`config.mk`:
```
export PLATFORM = sky130hd
export DESIGN_NAME = deadlock_idx0_monitor
export DESIGN_NICKNAME = d
export VERILOG_FILES = /design/src/rtl/deadlock_idx0_monitor_pkg.sv /design/src/rtl/deadlock_idx0_monitor_stall_timer.sv /design/src/rtl/deadlock_idx0_monitor.sv
export SDC_FILE = /design/constraint.sdc
export NUM_CORES = 1
export LEC_CHECK = 0
export BUFFER_PORTS_ARGS = -buffer_cell sky130_fd_sc_hd__buf_2
export CAP_MARGIN = 20
export CORE_MARGIN = 4
export CORE_UTILIZATION = 45
export DETAILED_ROUTE_END_ITERATION = 6
export PLACE_DENSITY_LB_ADDON = 0.3
export SLEW_MARGIN = 5
export SYNTH_ARGS = -nofsm -noshare
export SYNTH_HDL_FRONTEND = slang
export SYNTH_SLANG_ARGS = --single-unit
```
`constraint.sdc`:
```
create_clock -name clock -period 3.6 [get_ports clock]
set_clock_uncertainty 0.15 [all_clocks]
set_input_delay 0.72 -clock clock [delete_from_list [all_inputs] [get_ports clock]]
set_output_delay 0.72 -clock clock [all_outputs]
set_load 0.005 [all_outputs]
```
`src/rtl/deadlock_idx0_monitor_pkg.sv`:
```
// Shared types and defaults for the idx0 deadlock monitor.
package deadlock_idx0_monitor_pkg;

  typedef enum logic [1:0] {
    WATCH    = 2'd0,
    STALL    = 2'd1,
    DEADLOCK = 2'd2
  } monitor_state_t;

  localparam int DEFAULT_STALL_LIMIT = 1024;

endpackage

```
`src/rtl/deadlock_idx0_monitor_stall_timer.sv`:
```
// Frozen-stall cycle counter: clear, load-1 or increment, with a terminal flag one
// step before the limit. The count saturates at LIMIT and never wraps.
module stall_timer #(
  parameter int LIMIT = 1024,
  parameter int CNT_W = $clog2(LIMIT) + 1
) (
  input  logic clock,
  input  logic reset,
  input  logic clear,
  input  logic load_one,
  input  logic incr,
  output logic terminal
);

  logic [CNT_W-1:0] count_reg;

  always_ff @(posedge clock or negedge reset) begin
    if (!reset) begin
      count_reg <= '0;
    end else if (clear) begin
      count_reg <= '0;
    end else if (load_one) begin
      count_reg <= CNT_W'(1);
    end else if (incr && (count_reg < CNT_W'(LIMIT))) begin
      count_reg <= count_reg + CNT_W'(1);
    end
  end

  assign terminal = (count_reg == CNT_W'(LIMIT - 1));

endmodule

```
`src/rtl/deadlock_idx0_monitor.sv`:
```
// Declares a sticky deadlock when the design stays active and stalled with a frozen
// input snapshot for STALL_LIMIT consecutive cycles.
module deadlock_idx0_monitor
  import deadlock_idx0_monitor_pkg::*;
#(
  parameter int AXIS_NUM    = 2,
  parameter int INST_NUM    = 5,
  parameter int BLOCK_NUM   = 1,
  parameter int STALL_LIMIT = DEFAULT_STALL_LIMIT
) (
  input  logic                 clock,
  input  logic                 reset,
  input  logic [AXIS_NUM-1:0]  axis_block_sigs,
  input  logic [INST_NUM-1:0]  inst_idle_sigs,
  input  logic [BLOCK_NUM-1:0] inst_block_sigs,
  output logic                 block
);

  localparam int CNT_W = $clog2(STALL_LIMIT) + 1;

  logic [AXIS_NUM-1:0]  axis_snap_reg,  axis_prev_reg;
  logic [INST_NUM-1:0]  idle_snap_reg,  idle_prev_reg;
  logic [BLOCK_NUM-1:0] iblk_snap_reg,  iblk_prev_reg;

  monitor_state_t state_reg;
  logic           block_reg;

  logic active, stall, cond, change;
  logic timer_clear, timer_load, timer_incr, timer_terminal;

  // Current and previous snapshots; all decisions use only these registered copies.
  always_ff @(posedge clock or negedge reset) begin
    if (!reset) begin
      axis_snap_reg <= '0;
      idle_snap_reg <= '0;
      iblk_snap_reg <= '0;
      axis_prev_reg <= '0;
      idle_prev_reg <= '0;
      iblk_prev_reg <= '0;
    end else begin
      axis_snap_reg <= axis_block_sigs;
      idle_snap_reg <= inst_idle_sigs;
      iblk_snap_reg <= inst_block_sigs;
      axis_prev_reg <= axis_snap_reg;
      idle_prev_reg <= idle_snap_reg;
      iblk_prev_reg <= iblk_snap_reg;
    end
  end

  assign active = ~(&idle_snap_reg);
  assign stall  = (|axis_snap_reg) | (|iblk_snap_reg);
  assign cond   = active & stall;
  assign change = (axis_snap_reg != axis_prev_reg) |
                  (idle_snap_reg != idle_prev_reg) |
                  (iblk_snap_reg != iblk_prev_reg);

  always_comb begin
    timer_clear = 1'b0;
    timer_load  = 1'b0;
    timer_incr  = 1'b0;
    unique case (state_reg)
      WATCH: begin
        timer_load  = cond;
        timer_clear = ~cond;
      end
      STALL: begin
        // A changed snapshot while still stalled restarts the run at 1.
        timer_clear = ~cond;
        timer_load  = cond & change;
        timer_incr  = cond & ~change;
      end
      default: ;
    endcase
  end

  stall_timer #(
    .LIMIT (STALL_LIMIT),
    .CNT_W (CNT_W)
  ) u_stall_timer (
    .clock    (clock),
    .reset    (reset),
    .clear    (timer_clear),
    .load_one (timer_load),
    .incr     (timer_incr),
    .terminal (timer_terminal)
  );

  always_ff @(posedge clock or negedge reset) begin
    if (!reset) begin
      state_reg <= WATCH;
      block_reg <= 1'b0;
    end else begin
      unique case (state_reg)
        WATCH: begin
          if (cond) state_reg <= STALL;
        end
        STALL: begin
          if (!cond) begin
            state_reg <= WATCH;
          end else if (!change && timer_terminal) begin
            state_reg <= DEADLOCK;
            block_reg <= 1'b1;
          end
        end
        DEADLOCK: begin
          block_reg <= 1'b1;
        end
        default: begin
          state_reg <= WATCH;
          block_reg <= 1'b0;
        end
      endcase
    end
  end

  assign block = block_reg;

endmodule

```
==> out/metrics.yaml <==
route:
  ant_nets: 0
  firstDrtPassIters: 4
  via_per_inst: 5.427
  drt_wl_total_um: 2649
  vias: 1042
  drt_iter0_drc: 44
  wire_per_inst_um: 13.80
  drc: 0
finish:
  largest_reg_flops: 11
  areaGrowthSynthToFinish_pct: 11.15
  antenna_cells: 0
  drive_above_1_share_pct: 14.19
  stdcell_count: 192
  multi_input_area_sq_um: 629.4
  final_nets: 161
  regArea_sq_um: 750.7
  fillers: 290
critical_path:
  crit_required_ns: 3.72
  worstSetupEndpointType: "register"
  r2r-end: "u_stall_timer.count_reg[5]$_DFFE_PN0P_"
  rr_worst_depth: 5
  rr_startpoint: "idle_snap_reg[4]$_DFF_PN0_"
  arrival_ns: 2.35
  worst-setup-path-type: "register to register"
  worstPathCellList: "xor2_1, nor4_4, nand2_2, or4_1, a21oi_1"
  start_kind: "register"
  max_stage_delay_ns: 0.55
  slowest_stage: "nor4_4"
  ff2ff_setup_slack_ns: 1.36
  path_max_fanout: 8
clocking:
  cts-root-buf: "clkbuf_4"
  hold_buffers: 0
  cts-resized-gates: 0
  cts_setup_buffers: 0
  clk_path_buf_depth: 2
  cts_buffers: 5
  clkSinkCount: 30
  h-tree-depth: 2
  tritoncts: "built"
  clk_pin_slew_ns: 0.11
  clk_latency_ns: 0.34
sta:
  period_share_pct: 62.09
  tightest_slew_ns: 0.6389
  finalHoldViolCount: 0
  slew_violations: 0
  setup_viol: 0
  hold_ws_ns: 0.2444
  rsz0062_at_grt: "false"
  slew_headroom_pct: 57.41
  fin_crit_ns: 2.235
  setup-tns-final_ns: 0
  fmax_ghz: 0.4474
global_routing:
  first_global_vias: 1054
  grt.total_usage_pct: 14.76
  antenna_found_initial: 0
  grt_pass1_wl_um: 4567
  grt_max_degree: 31
  grt_overflow: 0
place:
  port-buffer-count: 10
  dp_cells: 184
  gp_congestion: 0.7807
  dpl.hpwl_um: 1918
floorplanning:
  die-area_sq_mm: 0.004102
  ioPinCount: 11
  num_rows: 20
  die_height_um: 64.05
  start_util_pct: 46.69
  core_area_sq_mm: 0.003028
  die_w_um: 64.05
synthesis:
  yosysWarnings: 0
  yosysUniqueCellTypes: 36
  synth_fp_nets: 147
  yosysTopAreaCell: "dfrtp_1"
  syn_area_sq_mm: 0.001414
  seq_area_frac_synth_pct: 53.10
  syn_inst: 133
  synth_top_cells_by_area: "dfrtp_1, xor2_1, nand3_1, ha_1, nand4_1"
  synth-edff-count: 0
  ys_async_sr_fraction_pct: 100.0
  avgSynthCellArea_sq_um: 10.63
  yosys.area.top_type_share_pct: 53.10
  synth-main-ff-cell: "dfrtp_1"
  ys_ff_latch: 30
pwr:
  netSwitchingPower_uw: 273.4
  intPower_uw: 523.3
  max-vdd-ir-drop_v: 0.0002648
  share_comb_of_total_power_pct: 25.2
  power_density_mw_per_mm2: 506.9
  p_leak_uw: 0.0006516
  p_sw_share_pct: 34.32
  pwr-share-clk_pct: 26.9
  seqPwrFrac_pct: 47.9
outcome:
  status: "completed"
run:
  maxCapViolCount: 0
hold_path:
  hold_path_class: "primary input to async pin"
## through the flow
stage / setup WS (ns) / area (sq um) / total power, uW / utilization [%]
floorplan: 1.612 / 1414 / 531.9 / -
detailed placement: 1.394 / 1508 / 591.1 / 49.79
global placement: 1.450 / 1508 / 581.9 / 49.79
global route: 1.204 / 1572 / 854.6 / 51.90
finish: 1.365 / 1572 / 796.7 / 51.90
CTS: 1.381 / 1572 / 806.8 / 51.90
## worst max-delay path, delay by kind of cell, from the launching register on
kind	cells	cell delay, ns
flip-flops	1	0.42
XOR/XNOR	1	0.19
AO/OA/AOI/OAI	1	0.15
AND/OR/NAND/NOR	3	1.26
## power by group through the flow
stage / logic [uW] / registers [uW] / clock network [uW]
2_1_floorplan: 146 / 385 / 0
3_3_place_gp: 194 / 388 / 0
3_5_place_dp: 202 / 389 / 0
4_1_cts: 203 / 382 / 221
5_1_grt: 231 / 385 / 238
6_report: 201 / 382 / 214
## how the worst max path moves through the flow
stage | to | from | slack (ns)
detailed placement | u_stall_timer.count_reg[5]$_DFFE_PN0P_ | state_reg[1]$_DFFE_PN0P_ | 1.39
CTS | u_stall_timer.count_reg[5]$_DFFE_PN0P_ | iblk_snap_reg$_DFF_PN0_ | 1.38
global route | u_stall_timer.count_reg[5]$_DFFE_PN0P_ | state_reg[1]$_DFFE_PN0P_ | 1.20
floorplan | u_stall_timer.count_reg[5]$_DFFE_PN0P_ | iblk_snap_reg$_DFF_PN0_ | 1.61
global placement | u_stall_timer.count_reg[5]$_DFFE_PN0P_ | iblk_snap_reg$_DFF_PN0_ | 1.45
finish | u_stall_timer.count_reg[5]$_DFFE_PN0P_ | idle_snap_reg[4]$_DFF_PN0_ | 1.36
## per-layer routing
| metal | track usage [%] | wire length (um) |
|---|---|---|
| met1 | 16.89 | 1186 |
| met5 | 0 | 0 |
| met2 | 23.23 | 1289 |
| met4 | 10.78 | 55 |
| met3 | 4.394 | 116 |
## final cells by class
class                           instances  share of cell area [%]
Tap cell                               44                   3.503
Inverter                                6                   1.433
Clock inverter                          2                  0.7962
Multi-Input combinational cell         94                   40.05
Clock buffer                            6                   3.264
Sequential cell                        30                   47.77
Timing Repair Buffer                   10                   3.185
## synth_stat cells, types with 2 or more instances
cell	instances
nor3_1	2
xor2_1	9
ha_1	4
a31o_1	2
nor2_1	9
or3_1	3
clkbuf_1	3
or4_1	2
a21oi_1	8
inv_1	6
nand2_1	7
nand4_1	7
nand3_1	12
nor2b_1	3
dfrtp_1	30
o21ai_1	5
nor4_4	2
## kinds of logic after synthesis
family | after synthesis | share of synthesized area, %
xor+xnor | 10 | 6.195
simple gates | 53 | 22.04
fa+ha+maj | 4 | 3.540
buf+inv | 9 | 2.389
flops | 30 | 53.10
mux | 1 | 0.7080
compound gates | 26 | 12.04
## cell usage in the layout (no fill, tap or decap), types with 2 or more instances in the layout
cell       n
or4_1      2
dfrtp_1   30
xor2_1     9
o21ai_1    5
a31o_1     2
inv_1      6
nor3_1     2
nor2b_1    3
nor2_1     9
nand4_1    7
a21oi_1    8
clkbuf_4   5
ha_1       4
nor4_4     2
nand3_1   12
nand2_1    7
buf_2     10
or3_1      3
Note: power is estimated with default switching activity, not from simulation.
